===== config.mk =====
export PLATFORM = sky130hd
export DESIGN_NAME = midi_transmitter
export DESIGN_NICKNAME = d
export VERILOG_FILES = /design/src/rtl/midi_pkg.sv /design/src/rtl/midi_uart_tx_byte.sv /design/src/rtl/midi_transmitter.sv
export SDC_FILE = /design/constraint.sdc
export NUM_CORES = 1
export LEC_CHECK = 0
export CORE_UTILIZATION = 50
export DETAILED_ROUTE_END_ITERATION = 7
export GPL_TIMING_DRIVEN = 0
export PLACE_DENSITY = 0.78
export SLEW_MARGIN = 10
export SYNTH_ARGS = -nofsm -noshare
export SYNTH_HDL_FRONTEND = slang
export SYNTH_SLANG_ARGS = --single-unit

===== constraint.sdc =====
create_clock -name CLOCK_50 -period 2.1 [get_ports CLOCK_50]
set_input_delay 0.315 -clock CLOCK_50 [delete_from_list [all_inputs] [get_ports CLOCK_50]]
set_output_delay 0.315 -clock CLOCK_50 [all_outputs]
set_load 0.01 [all_outputs]

===== src/rtl/midi_pkg.sv =====
// Shared MIDI transmit definitions: bit timing default, status nibbles,
// message-length decode and the state encodings of the serializer and sequencer.
package midi_pkg;

   localparam int MIDI_CLKS_PER_BIT = 1600;

   localparam logic [3:0] NOTE_OFF    = 4'h8;
   localparam logic [3:0] NOTE_ON     = 4'h9;
   localparam logic [3:0] POLY_AT     = 4'hA;
   localparam logic [3:0] CTRL_CHANGE = 4'hB;
   localparam logic [3:0] PROG_CHANGE = 4'hC;
   localparam logic [3:0] CHAN_AT     = 4'hD;
   localparam logic [3:0] PITCH_BEND  = 4'hE;
   localparam logic [3:0] SYSTEM      = 4'hF;

   typedef enum logic [1:0] {TX_IDLE, TX_START, TX_DATA, TX_STOP} tx_state_e;
   typedef enum logic [1:0] {SEQ_IDLE, SEQ_SEND, SEQ_DONE} seq_state_e;

   // Total bytes of a message including its status byte.
   function automatic logic [1:0] midi_msg_len(input logic [7:0] status);
      logic [1:0] len;
      case (status[7:4])
         PROG_CHANGE, CHAN_AT: len = 2'd2;
         SYSTEM: begin
            case (status[3:0])
               4'h1, 4'h3: len = 2'd2;
               4'h2:       len = 2'd3;
               default:    len = 2'd1;
            endcase
         end
         default: len = 2'd3;
      endcase
      return len;
   endfunction

   function automatic logic is_channel_status(input logic [7:0] status);
      return status[7] && (status[7:4] != SYSTEM);
   endfunction

endpackage


===== src/rtl/midi_uart_tx_byte.sv =====
// 8N1 byte serializer. A new byte can be taken on the closing edge of the
// stop bit so consecutive bytes go out with no idle gap.
module midi_uart_tx_byte
   import midi_pkg::*;
#(
   parameter int CLKS_PER_BIT = MIDI_CLKS_PER_BIT
) (
   input  logic       clk,
   input  logic       rst,
   input  logic       byte_valid,
   input  logic [7:0] byte_data,
   output logic       byte_ready,
   output logic       byte_done,
   output logic       tx
);

   localparam int TW = (CLKS_PER_BIT > 1) ? $clog2(CLKS_PER_BIT) : 1;
   localparam logic [TW-1:0] T_LAST = TW'(CLKS_PER_BIT - 1);

   tx_state_e  state;
   logic [TW-1:0] timer;
   logic [2:0] bit_idx;
   logic [7:0] shreg;
   logic       bit_end;

   assign bit_end    = (timer == T_LAST);
   assign byte_done  = (state == TX_STOP) && bit_end;
   assign byte_ready = (state == TX_IDLE) || byte_done;

   always_ff @(posedge clk) begin
      if (rst) begin
         state   <= TX_IDLE;
         timer   <= '0;
         bit_idx <= '0;
         shreg   <= '0;
         tx      <= 1'b1;
      end else begin
         timer <= (state == TX_IDLE || bit_end) ? '0 : timer + 1'b1;
         case (state)
            TX_IDLE: begin
               if (byte_valid) begin
                  shreg <= byte_data;
                  tx    <= 1'b0;
                  state <= TX_START;
               end
            end
            TX_START: begin
               if (bit_end) begin
                  tx      <= shreg[0];
                  bit_idx <= '0;
                  state   <= TX_DATA;
               end
            end
            TX_DATA: begin
               if (bit_end) begin
                  // shreg[0] is always the bit on the line; shift to expose the next
                  shreg   <= {1'b0, shreg[7:1]};
                  bit_idx <= bit_idx + 1'b1;
                  if (bit_idx == 3'd7) begin
                     tx    <= 1'b1;
                     state <= TX_STOP;
                  end else begin
                     tx <= shreg[1];
                  end
               end
            end
            TX_STOP: begin
               if (bit_end) begin
                  if (byte_valid) begin
                     shreg <= byte_data;
                     tx    <= 1'b0;
                     state <= TX_START;
                  end else begin
                     tx    <= 1'b1;
                     state <= TX_IDLE;
                  end
               end
            end
            default: state <= TX_IDLE;
         endcase
      end
   end

endmodule


===== src/rtl/midi_transmitter.sv =====
// MIDI OUT: takes one message per handshake, decodes its length, applies
// running status and feeds the bytes back-to-back to the UART serializer.
module midi_transmitter
   import midi_pkg::*;
#(
   parameter int CLKS_PER_BIT   = MIDI_CLKS_PER_BIT,
   parameter bit RUNNING_STATUS = 1'b1
) (
   input  logic       CLOCK_50,
   input  logic       RESET,
   input  logic       msg_valid,
   output logic       msg_ready,
   input  logic [7:0] msg_status,
   input  logic [6:0] msg_data1,
   input  logic [6:0] msg_data2,
   output logic       MIDI_TX,
   output logic       busy,
   output logic       msg_done,
   output logic       msg_error
);

   seq_state_e      state;
   logic [7:0]      last_status;
   logic            last_valid;
   logic [2:0][7:0] bytes_q;
   logic [1:0]      nbytes_q;
   logic [1:0]      byte_idx;

   logic            accept;
   logic            skip;
   logic            more;
   logic [1:0]      len;
   logic [2:0][7:0] msg_bytes;
   logic            byte_valid;
   logic [7:0]      byte_data;
   logic            byte_ready;
   logic            byte_done;

   assign accept = (state == SEQ_IDLE) && msg_valid && msg_ready && byte_ready;
   assign len    = midi_msg_len(msg_status);
   assign skip   = RUNNING_STATUS && is_channel_status(msg_status) && last_valid &&
                   (msg_status == last_status);
   assign more   = ({1'b0, byte_idx} + 3'd1) < {1'b0, nbytes_q};

   // Byte 0 is the first on the wire; a skipped status shifts the data bytes down.
   always_comb begin
      if (skip) msg_bytes = {8'h00, {1'b0, msg_data2}, {1'b0, msg_data1}};
      else      msg_bytes = {{1'b0, msg_data2}, {1'b0, msg_data1}, msg_status};
   end

   // The first byte is handed over on the accept edge so the start bit begins
   // on the very next cycle; later bytes are handed over at each stop-bit end.
   always_comb begin
      byte_valid = 1'b0;
      byte_data  = msg_bytes[0];
      if (state == SEQ_IDLE) begin
         byte_valid = accept && msg_status[7];
      end else if (state == SEQ_SEND) begin
         byte_valid = byte_done && more;
         byte_data  = bytes_q[byte_idx + 2'd1];
      end
   end

   midi_uart_tx_byte #(
      .CLKS_PER_BIT(CLKS_PER_BIT)
   ) u_uart (
      .clk       (CLOCK_50),
      .rst       (RESET),
      .byte_valid(byte_valid),
      .byte_data (byte_data),
      .byte_ready(byte_ready),
      .byte_done (byte_done),
      .tx        (MIDI_TX)
   );

   always_ff @(posedge CLOCK_50) begin
      if (RESET) begin
         state       <= SEQ_IDLE;
         msg_ready   <= 1'b1;
         busy        <= 1'b0;
         msg_done    <= 1'b0;
         msg_error   <= 1'b0;
         last_status <= '0;
         last_valid  <= 1'b0;
         bytes_q     <= '0;
         nbytes_q    <= '0;
         byte_idx    <= '0;
      end else begin
         msg_done  <= 1'b0;
         msg_error <= 1'b0;
         case (state)
            SEQ_IDLE: begin
               if (accept) begin
                  if (!msg_status[7]) begin
                     msg_error <= 1'b1;
                  end else begin
                     bytes_q   <= msg_bytes;
                     nbytes_q  <= len - {1'b0, skip};
                     byte_idx  <= '0;
                     state     <= SEQ_SEND;
                     msg_ready <= 1'b0;
                     busy      <= 1'b1;
                     // Real-time F8-FF must not disturb running status.
                     if (is_channel_status(msg_status)) begin
                        last_status <= msg_status;
                        last_valid  <= 1'b1;
                     end else if (msg_status[7:3] == 5'b11110) begin
                        last_valid <= 1'b0;
                     end
                  end
               end
            end
            SEQ_SEND: begin
               if (byte_done) begin
                  if (more) begin
                     byte_idx <= byte_idx + 2'd1;
                  end else begin
                     state    <= SEQ_DONE;
                     msg_done <= 1'b1;
                  end
               end
            end
            SEQ_DONE: begin
               state     <= SEQ_IDLE;
               msg_ready <= 1'b1;
               busy      <= 1'b0;
            end
            default: state <= SEQ_IDLE;
         endcase
      end
   end

endmodule

Word level (Yosys, flattened, before mapping)
Index checks and enable logic that the tools add are counted.

word-level totals
  output and inout bits = 5
  input port bits = 25
  word-level logic and storage cells = 137
  flip-flop bits (word level) = 68

cells by class
  reduce and logical (&&, ||, !) cells = 33
  equality and inequality tests = 26
  add/sub/neg operators = 5
  muxes and demuxes = 50
  $lt $le $gt $ge = 2
  bitwise logic cells = 4

operators by type and width
  operator               number
  $mux 8                 6
  $mux 2                 13
  $pmux 8 s3             1
  $mux 23                1
  $mux 1                 17
  $bmux 8 s2             1
  $pmux 2 s2             4
  $reduce_and 4->1       4
  $eq 4x4->1 const B     3
  $ne 2x2->1 const B     6
  $reduce_and 3->1       4
  $add 11x1->11 const B  1
  $eq 11x11->1 const B   1
  $reduce_and 5->1       2
  $logic_and 1x1->1      9
  $eq 4x2->1 const B     2
  $eq 8x8->1             1
  $ne 2x1->1 const B     4
  $pmux 2 s4             1
  $reduce_bool 2->1      4
  $eq 2x2->1 const B     3
  $mux 3                 2
  $pmux 3 s2             1
  $reduce_or 2->1        3
  18 further kinds       26

Logic depth before layout (Yosys ltp)
Gate-level depths: netlist of run 1.

  depth after elaboration = 10
  depth in mapped cells = 10
  depth with buffers taken out = 8

Modules after synthesis
From an unflattened synthesis of run 1, not the netlist that was laid out.

unflattened totals
  cells, all modules = 387
  area, all modules = 3430.8 um2

modules (own cells, without submodules)
  module             area each (um2)  sequential area each (um2)  cells an instance  times used
  midi_transmitter   2095.8           820.8                       241                1
  midi_uart_tx_byte  1335.0           500.5                       146                1

Worst setup path after synthesis of run 1
OpenSTA, ideal clock, no wires.

  kind = register to register
  start point = reg byte_idx[0]
  end point = reg u_uart.shreg[5]
  stages on the path, launching flop included = 8
  buffers on the path = 2
  setup slack = 0.026 ns
  clock period less this slack = 2.074 ns
  arrival time = 1.955 ns
  required time = 1.981 ns
  library setup time = 0.119 ns
  cells stage by stage = dfxtp_1 > ha_1 > clkbuf_1 > clkbuf_1 > mux2_2 > a211oi_1 > a31oi_1 > o221a_1

on the way
  cells in the longest elaborated chain, start to end = 8
  elaborated cells on any way between the ends = 13
  those cells by class = add/sub: 2; order compare: 1; mux: 9; reduce/logical: 1

RTL lines
  item                                         line                                              text
  start: declaration                           midi_transmitter.sv:27                            logic [1:0] byte_idx;
  start signal: assignment                     midi_transmitter.sv:116                           byte_idx <= byte_idx + 2'd1;
  $add 2x1->3 or $add 2x1->2 (tied branches)   midi_transmitter.sv:43, midi_transmitter.sv:60
  $lt 3x2->1 or $bmux 8 s2 (tied branches)     midi_transmitter.sv:43, midi_transmitter.sv:60
  $logic_and 1x1->1 or $mux 8 (tied branches)  midi_transmitter.sv:59, midi_transmitter.sv:60
  $mux 1 or $mux 8 (tied branches)             midi_transmitter.sv:58                            end else if (state == SEQ_SEND) begin
  $mux 1 or $mux 8 (tied branches)             midi_transmitter.sv:56                            if (state == SEQ_IDLE) begin
  $mux 8 *                                     midi_uart_tx_byte.sv:41, midi_uart_tx_byte.sv:69
  $mux 8                                       midi_uart_tx_byte.sv:68                           if (bit_end) begin
  $pmux 8 s3 *                                 midi_uart_tx_byte.sv:39                           case (state)
  end signal: assignment                       midi_uart_tx_byte.sv:42                           shreg <= byte_data;
  end signal: assignment                       midi_uart_tx_byte.sv:57                           shreg <= {1'b0, shreg[7:1]};
  end signal: assignment                       midi_uart_tx_byte.sv:70                           shreg <= byte_data;
  end: declaration                             midi_uart_tx_byte.sv:23                           logic [7:0] shreg;

Mark *: on every way between the ends. The rest lies on a longest branch, timed or not. The select of a mux whose other input is x is not followed.
A chain may end at the register's enable or synchronous reset.

Worst setup path in the final report of run 1
  start point = reg nbytes_q[1]
  end point = reg u_uart.tx

on the way
  cells in the longest elaborated chain, start to end = 7
  elaborated cells on any way between the ends = 9
  those cells by class = order compare: 1; eq/ne: 1; mux: 5; reduce/logical: 2

RTL lines
  item                      line                     text
  start: declaration        midi_transmitter.sv:26   logic [1:0] nbytes_q;
  start signal: assignment  midi_transmitter.sv:98   nbytes_q <= len - {1'b0, skip};
  $lt 3x2->1 *              midi_transmitter.sv:43   assign more = ({1'b0, byte_idx} + 3'd1) < {1'b0, nbytes_q};
  $logic_and 1x1->1 *       midi_transmitter.sv:59   byte_valid = byte_done && more;
  $mux 1 *                  midi_transmitter.sv:58
  $mux 1 *                  midi_transmitter.sv:56
  $mux 1                    midi_uart_tx_byte.sv:69  if (byte_valid) begin
  $mux 1                    midi_uart_tx_byte.sv:68
  $pmux 1 s4                midi_uart_tx_byte.sv:39
  end signal: assignment    midi_uart_tx_byte.sv:49  tx <= shreg[0];
  end signal: assignment    midi_uart_tx_byte.sv:63  tx <= shreg[1];
  end: declaration          midi_uart_tx_byte.sv:14  output logic tx

Marks and branches as above.

==> results of run 1 <==
[power by group through the flow]
stage / Clock (W) / Combinational, W / Sequential (W)
finish: 0.00136 / 0.00124 / 0.00157
global route: 0.00143 / 0.00134 / 0.00159
CTS: 0.00137 / 0.00108 / 0.00157
detailed placement: 0 / 0.00105 / 0.00159
global placement: 0 / 0.00103 / 0.00158
floorplan: 0 / 0.000753 / 0.00156
[metrics by stage]
| stage | setup TNS [ns] | instance area [um2] | power (W) | setup WS (ns) |
|---|---|---|---|---|
| floorplan | 0 | 3450 | 0.00232 | 0.0259 |
| global placement | -14.69 | 3820 | 0.00261 | -0.785 |
| detailed placement | -15.41 | 3820 | 0.00264 | -0.778 |
| CTS | 0 | 4150 | 0.00402 | 0.00311 |
| global route | -0.184 | 4310 | 0.00436 | -0.0305 |
| finish | 0 | 4310 | 0.00417 | 0.00290 |
[metal layers]
layer	global-route usage (%)	routed length, um
met1	35.0	4130
met2	43.0	4570
met3	7.78	545
met4	8.78	169
met5	0	0
[repair_timing]
item | in CTS | in global routing
endpoints found under the setup margin | 29 | 35
pin swaps | 5 | 10
setup buffers | 2 | 10
gates resized for setup | 25 | 21
hold buffers | 0 | 0
[worst min-delay path, delay by kind of cell]
| kind | cells | cell delay (ns) |
|---|---|---|
| AND/OR/NAND/NOR | 1 | 0.07 |
| multiplexers | 1 | 0.10 |
| buffers and inverters | 1 | 0.19 |
[layout make-up]
class / instances / area [um2]
Buffer: 21 / 104
Sequential cell: 66 / 1330
Clock inverter: 6 / 114
Clock buffer: 10 / 138
Inverter: 19 / 71.3
Tap cell: 77 / 96.3
Fill cell: 516 / 2180
Multi-Input combinational cell: 282 / 2080
Timing Repair Buffer: 40 / 382
[state kept, by name, summed over array words and instances, names as in the netlist]
signal	count
busy	1
byte_idx	2
bytes_q	22
last_status	8
last_valid	1
msg_done	1
msg_error	1
msg_ready	1
nbytes_q	2
state	2
u_uart.bit_idx	3
u_uart.shreg	8
u_uart.state	2
u_uart.timer	11
u_uart.tx	1
[logic make-up (layout without fill, tap and decap cells)]
kind of cell,Yosys count,count (layout),synth area share [%]
AOI/OAI and AO/OA,98,98,20.6
xor gates and xnor gates,15,15,3.81
adders and majority gates,12,12,4.57
buffers and inverters,44,96,5.30
DFF,66,66,38.3
muxes,18,18,5.48
and+or+nand+nor,139,139,22.0
[cell usage after synthesis, types with 8 or more instances]
master                     instances
sky130_fd_sc_hd__a211oi_1         17
sky130_fd_sc_hd__nand2_1          20
sky130_fd_sc_hd__ha_1             11
sky130_fd_sc_hd__nor3_1           10
sky130_fd_sc_hd__nor2_1           45
sky130_fd_sc_hd__mux2i_1          11
sky130_fd_sc_hd__clkbuf_1         11
sky130_fd_sc_hd__xnor2_1           8
sky130_fd_sc_hd__dfxtp_1          66
sky130_fd_sc_hd__buf_2            11
sky130_fd_sc_hd__a31oi_1          12
sky130_fd_sc_hd__inv_1            19
sky130_fd_sc_hd__o21ai_0           8
sky130_fd_sc_hd__a21oi_1          27
sky130_fd_sc_hd__nand3_1          17
sky130_fd_sc_hd__nand4_1           9
[path summary, 6_finish.rpt]
path                                       from         endpoint  slack (ns)  cells after the start
worst max register to register      nbytes_q[1]        u_uart.tx       0.003                      6
worst min register to register  u_uart.timer[0]  u_uart.timer[0]        0.46                      1
worst max-delay path                nbytes_q[1]        u_uart.tx       0.003                      6
worst min-delay path              msg_status[2]   last_status[2]        0.35                      3
==> results.md, run 1 <==
| Stage | Parameter | This run |
|---|---|---|
| run | Max-capacitance violation count | 0 |
| setup path | Startpoint class of the critical path | flip-flop |
| sta | Measured slew at the worst slew-check pin | 0.744 ns |
| floorplan | Top-Level Pins | 30 |
| finish | Most frequent standard cell in the layout excluding fill and tap cells | sky130_fd_sc_hd__dfxtp_1 |
| synth | Yosys Warn Count | 0 |
| global route | Maximum number of pins on one net before global-route repair | 13 |
| cts | TritonCTS clock tree | done |
| finish | Total Nets Final | 476 |
| setup path | Critical path start-end classification | flip-flop to flip-flop |
| detailed routing | # DRC | 0 |
| synth | Post-synthesis net count | 429 |
| place | Placed wire-length estimate | 6250 um |
| floorplan | Die area | 0.00723 mm2 |
| global route | Total routing resource utilization after global routing | 26.9% |
| setup path | Family of cells with the greatest summed delay on the critical path | compound AO/OA/AOI/OAI gates |
| detailed routing | Routed WL | 9410 um |
| pwr | Leakage power | 1.58 nW |
| status | Status | completed |
| cts | Maximum clock insertion buffer count | 2 |
| sta | Worst-case clock skew | 0.00836 ns |
| setup path | Slowest cell on the critical path | sky130_fd_sc_hd__fa_1 |
| cts | Clock latency reported for the late side of the worst-skew pair | 0.36 ns |
| pwr | Part of the total power dissipated in combinational logic | 29.7% |
| synth | Flip-flop cell with the highest count after synthesis | sky130_fd_sc_hd__dfxtp_1 |
| floorplan | Die Height | 85.0 um |
| setup path | Arrival time at the worst endpoint | 2.35 ns |
| place | Final GP Congestion | 0.927 |
| finish | Area delta synth->final | 25.0% |
| global route | Total congestion overflow | 0 |
| setup path | Crit-path max FO | 4 |
| place | Total of buffers placed on input and output ports | 28 |
| sta | Worst Hold Slack | 0.353 ns |
| synth | Post-synth top area cell | sky130_fd_sc_hd__dfxtp_1 |
| floorplan | Die width | 85.0 um |
| synth | Post-synth cell types | 56 |
| sta | Time the worst path needs with I/O delays and setup | 2.10 ns |
| floorplan | Initial Util | 53.1% |
| hold path | Worst hold-check path type | primary input to flip-flop |
| pwr | Switching pwr | 0.00137 W |
| synth | Synthesized area | 0.00345 mm2 |
| pwr | Share of power burned in the clock network | 32.6% |
| sta | Fmax | 477 MHz |
| synth | Share of the yosys chip area belonging to registers | 38.3% |
| detailed routing | Wire per inst | 18.1 um |
| detailed routing | Antenna-violating nets left | 0 |
| cts | H-tree Lvls | 3 |
| place | Placed cell count | 497 |
| finish | Utilization after layout | 66.4% |
| cts | Clock Sinks | 66 |
| floorplan | Core region area | 0.00649 mm2 |
| pwr | P per Cell Area | 968 mW/mm2 |
| setup path | Crit end category | flip-flop |
| synth | Average cell area after synthesis | 8.80 um2 |
| synth | FFs w/ async S/R, synth | 0% |
| finish | Leading cell types in the layout, fill and taps excluded | sky130_fd_sc_hd__dfxtp_1 (61), sky130_fd_sc_hd__nor2_1 (45), sky130_fd_sc_hd__a21oi_1 (27) |
| synth | Number of enable flip-flop cells after synthesis | 0 |
| sta | Worst slew margin relative to its limit | 50.4% |
| floorplan | Placement row count | 29 |
| synth | Number of synthesized register bits | 66 |
| detailed routing | Number of DRC markers after the initial detailed-route iteration | 197 |
| cts | CTS clock-pin slew for the worst setup and hold paths | 0.08 ns |
| sta | Final hold violation count | 0 |
| pwr | Internal power | 0.00281 W |
| setup path | Cell Chain, Critical Path | inv_2 -> fa_1 -> a311o_1 -> or2_2 -> a31oi_1 -> o41ai_2 |
| global route | Via count of the first global-routing pass | 3,061 |
| synth | Top cells by area, synth | sky130_fd_sc_hd__dfxtp_1 (38%), sky130_fd_sc_hd__nor2_1 (4.9%), sky130_fd_sc_hd__ha_1 (4.0%), sky130_fd_sc_hd__a21oi_1 (3.9%), sky130_fd_sc_hd__a211oi_1 (3.7%) |
| finish | Number of antenna cells inserted | 0 |
| pwr | Largest voltage drop on the vdd net | 0.000864 V |
| finish | Count of non-filler cells in the finished layout | 521 |
| global route | Wire length of the first global-routing pass | 15,000 um |
| sta | Total setup violations reported at the end of the flow | 0 |
| setup path | Delay of the slowest cell on the worst path | 0.48 ns |
| sta | Number of pins exceeding their max-slew limit in the final report | 0 |
| detailed routing | Total via count after detailed routing | 3,231 |
| pwr | Sequential fraction of design power | 37.7% |
| finish | Layout cell share with drive strength beyond 1 | 19.6% |
| sta | Final period util | 99.9% |
| synth | Post-Syn Instances | 392 |
| setup path | Worst Path Required | 2.35 ns |
| cts | CTS Root Buffer Type | sky130_fd_sc_hd__clkbuf_8 |
| pwr | Switching share of power | 32.8% |
| cts | Total CTS buffers | 9 |
| synth | Area share of the largest cell type after synthesis | 38.3% |
| sta | RSZ-0062 raised after global routing | true |
| setup path | Count of buffering cells on the critical path with inverters included | 1 |
| global route | Number of antenna violations at the first check in global routing | 0 |
| detailed routing | Post-detailed-route via-to-cell ratio | 6.20 |
| detailed routing | TritonRoute pass-1 iters | 5 |
No activity file was read; power rests on OpenSTA's default activity.
==> run 2, diff against run 1 <==
--- a/config.mk
+++ b/config.mk
@@ -13,3 +13,4 @@
 export SYNTH_ARGS = -nofsm -noshare
 export SYNTH_HDL_FRONTEND = slang
 export SYNTH_SLANG_ARGS = --single-unit
+export TNS_END_PERCENT = 5
==> run 2 against run 1 <==
Against the previous run: sequential power about the same; power about the same; clock skew down 0.0018 ns; first-iteration DRC count up 19%; clock power about the same; maximum frequency up 0.76%; combinational power about the same; register-to-register slack better by 0.02 ns; utilization down 0.67 points; hold slack worse by 0.0087 ns; critical endpoint unchanged.
==> results.md, run 2 (synthesis gave the netlist of run 1 again) <==
| Stage | Parameter | This run | vs previous |
|---|---|---|---|
| place | Total of buffers placed on input and output ports | 28 | unchanged |
| finish | Number of antenna cells inserted | 0 | unchanged |
| floorplan | Die area | 0.00723 mm2 | unchanged |
| detailed routing | Total via count after detailed routing | 3,226 | was 3,231 |
| setup path | Startpoint of the worst register-to-register path | nbytes_q[1] | unchanged |
| sta | Setup slack after layout | 0.0187 ns | was 0.00290 ns |
| detailed routing | TritonRoute pass-1 iters | 4 | was 5 |
| global route | Number of antenna violations at the first check in global routing | 0 | unchanged |
| setup path | Number of cell instances on the worst register-to-register path | 6 | unchanged |
| finish | Layout cell share with drive strength beyond 1 | 19.0% | was 19.6% |
| detailed routing | # DRC | 0 | unchanged |
| place | Placement-stage worst setup slack | -0.778 ns | unchanged |
| setup path | Startpoint of the worst setup timing path | nbytes_q[1] | unchanged |
| sta | Final period util | 99.1% | was 99.9% |
| hold path | Worst hold-check path type | primary input to flip-flop | unchanged |
| setup path | Reg2Reg Setup Slack | 0.02 ns | was 0.003 ns |
| sta | Total setup violations reported at the end of the flow | 0 | unchanged |
| sta | Time the worst path needs with I/O delays and setup | 2.08 ns | was 2.10 ns |
| global route | Global Route met3 Usage | 7.88% | was 7.78% |
| sta | Fmax | 480 MHz | was 477 MHz |
| sta | Final hold violation count | 0 | unchanged |
| cts | H-tree Lvls | 3 | unchanged |
| finish | Largest registers | bytes_q: 22 flops, u_uart.timer: 11 flops | unchanged |
| cts | Number of hold buffers added after CTS | 0 | unchanged |
| pwr | Switching share of power | 32.5% | was 32.8% |
| place | Instance area after placement | 0.00382 mm2 | unchanged |
| sta | Worst slew margin relative to its limit | 49.1% | was 50.4% |
| setup path | Crit end category | flip-flop | unchanged |
| setup path | Worst Path Required | 2.35 ns | about the same |
| pwr | Overall power after layout | 0.00417 W | about the same |
| finish | Leading cell types in the layout, fill and taps excluded | sky130_fd_sc_hd__dfxtp_1 (62), sky130_fd_sc_hd__nor2_1 (45), sky130_fd_sc_hd__a21oi_1 (27) | was sky130_fd_sc_hd__dfxtp_1 (61), sky130_fd_sc_hd__nor2_1 (45), sky130_fd_sc_hd__a21oi_1 (27) |
| global route | Total routing resource utilization after global routing | 26.5% | was 26.9% |
| floorplan | Die width | 85.0 um | unchanged |
| sta | Worst-case clock skew | 0.00661 ns | was 0.00836 ns |
| sta | RSZ-0062 raised after global routing | true | unchanged |
| detailed routing | Post-detailed-route via-to-cell ratio | 6.22 | was 6.20 |
| detailed routing | Number of DRC markers after the initial detailed-route iteration | 235 | was 197 |
| finish | Number of inserted filler cells in the final layout | 529 | was 516 |
| cts | CTS Root Buffer Type | sky130_fd_sc_hd__clkbuf_8 | unchanged |
| global route | Wire length of the first global-routing pass | 14,800 um | was 15,000 um |
| status | Status | completed | unchanged |
| pwr | Sequential fraction of design power | 37.7% | about the same |
| floorplan | Top-Level Pins | 30 | unchanged |
| finish | Total Nets Final | 474 | was 476 |
| cts | Clock Sinks | 66 | unchanged |
| floorplan | Core region area | 0.00649 mm2 | unchanged |
| global route | Layer with the highest usage after global routing | met2 | unchanged |
| detailed routing | Antenna-violating nets left | 0 | unchanged |
| setup path | Arrival time at the worst endpoint | 2.33 ns | was 2.35 ns |
| setup path | Critical path start-end classification | flip-flop to flip-flop | unchanged |
| global route | Global-route met2 utilization | 41.9% | was 43.0% |
| setup path | Worst R2R End | u_uart.tx | unchanged |
| global route | Maximum number of pins on one net before global-route repair | 13 | unchanged |
| floorplan | Placement row count | 29 | unchanged |
| sta | Measured slew at the worst slew-check pin | 0.764 ns | was 0.744 ns |
| setup path | Startpoint class of the critical path | flip-flop | unchanged |
| place | Final GP Congestion | 0.927 | unchanged |
| detailed routing | Wire per inst | 17.9 um | was 18.1 um |
| run | Max-capacitance violation count | 0 | unchanged |
| finish | Footprint of the flip-flops and latches | 0.00133 mm2 | about the same |
| pwr | Internal power | 0.00281 W | about the same |
| setup path | Crit-path max FO | 4 | unchanged |
| cts | CTS clock-pin slew for the worst setup and hold paths | 0.08 ns | about the same |
| pwr | Largest voltage drop on the vdd net | 0.000931 V | was 0.000864 V |
| sta | Worst Hold Slack | 0.344 ns | was 0.353 ns |
| pwr | Switching pwr | 0.00135 W | was 0.00137 W |
| finish | Multi-input gate area in the final layout | 0.00205 mm2 | was 0.00208 mm2 |
| sta | Total negative slack for setup checks | 0 ns | unchanged |
| floorplan | Die Height | 85.0 um | unchanged |
| cts | TritonCTS clock tree | done | unchanged |
| global route | Fraction of met1 tracks used by global routing | 34.7% | was 35.0% |
| finish | Max FFs per register | 22 | unchanged |
| finish | Top register by number of flip-flops | bytes_q | unchanged |
| pwr | P per Cell Area | 977 mW/mm2 | was 968 mW/mm2 |
| global route | Total congestion overflow | 0 | unchanged |
| floorplan | Initial Util | 53.1% | unchanged |
| finish | Fin area | 0.00427 mm2 | was 0.00431 mm2 |
| finish | Area delta synth->final | 23.8% | was 25.0% |
| place | Placed wire-length estimate | 6250 um | unchanged |
| pwr | Share of power burned in the clock network | 32.7% | was 32.6% |
| cts | Clock latency reported for the late side of the worst-skew pair | 0.37 ns | was 0.36 ns |
| finish | Most frequent standard cell in the layout excluding fill and tap cells | sky130_fd_sc_hd__dfxtp_1 | unchanged |
| pwr | Leakage power | 1.58 nW | about the same |
| global route | Via count of the first global-routing pass | 3,043 | was 3,061 |
| setup path | End of the critical path | u_uart.tx | unchanged |
| pwr | Part of the total power dissipated in combinational logic | 29.5% | was 29.7% |
| detailed routing | Routed WL | 9290 um | was 9410 um |
| cts | Maximum clock insertion buffer count | 2 | unchanged |
| sta | Number of pins exceeding their max-slew limit in the final report | 0 | unchanged |
| cts | Total CTS buffers | 9 | unchanged |
-- run 2: timing repair --
item	in CTS	in global routing
gates resized for setup	19	22
setup buffers	2	7
pin swaps	4	10
setup endpoints to repair	29	38
-- run 2: area by class of cell --
class                           count  share of cell area (%)
Multi-Input combinational cell    282                    48.0
Sequential cell                    66                    31.1
Timing Repair Buffer               37                    8.50
Clock buffer                       10                    3.22
Clock inverter                      6                    2.67
Buffer                             22                    2.58
Tap cell                           77                    2.26
Inverter                           19                    1.67
-- run 2: how the worst min path moves through the flow --
stage,from,end,slack [ns],cells after the start
finish,msg_status[2],last_status[2],0.34,3
global placement,u_uart.timer[0],u_uart.timer[0],0.43,1
detailed placement,u_uart.timer[0],u_uart.timer[0],0.44,1
floorplan,msg_status[7],msg_error,0.39,1
CTS,RESET,u_uart.tx,0.37,3
global route,msg_status[2],last_status[2],0.38,3
-- run 2: routing by layer --
layer	vias to the layer above	routed length [um]
met5	-	0
met4	0	199
li1	1525	-
met2	131	4430
met3	21	632
met1	1549	4020
-- run 2: critical path: stages, from the launching register on --
cell                      delay [ns]
sky130_fd_sc_hd__dfxtp_2        0.34
sky130_fd_sc_hd__inv_2          0.04
sky130_fd_sc_hd__fa_1           0.48
sky130_fd_sc_hd__a311o_1        0.41
sky130_fd_sc_hd__or2_2          0.34
sky130_fd_sc_hd__a31oi_1        0.26
sky130_fd_sc_hd__o41ai_2        0.11
-- run 2: through the flow --
| stage | utilization, % | std cells |
|---|---|---|
| final | 65.7 | 519 |
| after detailed placement | 58.9 | 497 |
| after global placement | 58.9 | 497 |
| after CTS | 63.6 | 512 |
| after global routing | 65.7 | 519 |
| after floorplan | - | 392 |
-- run 2: power groups by stage --
stage | combinational, W | clock [W] | sequential, W
floorplan | 0.000753 | 0 | 0.00156
global placement | 0.00103 | 0 | 0.00158
detailed placement | 0.00105 | 0 | 0.00159
CTS | 0.00108 | 0.00137 | 0.00156
global route | 0.00133 | 0.00143 | 0.00159
finish | 0.00123 | 0.00136 | 0.00157
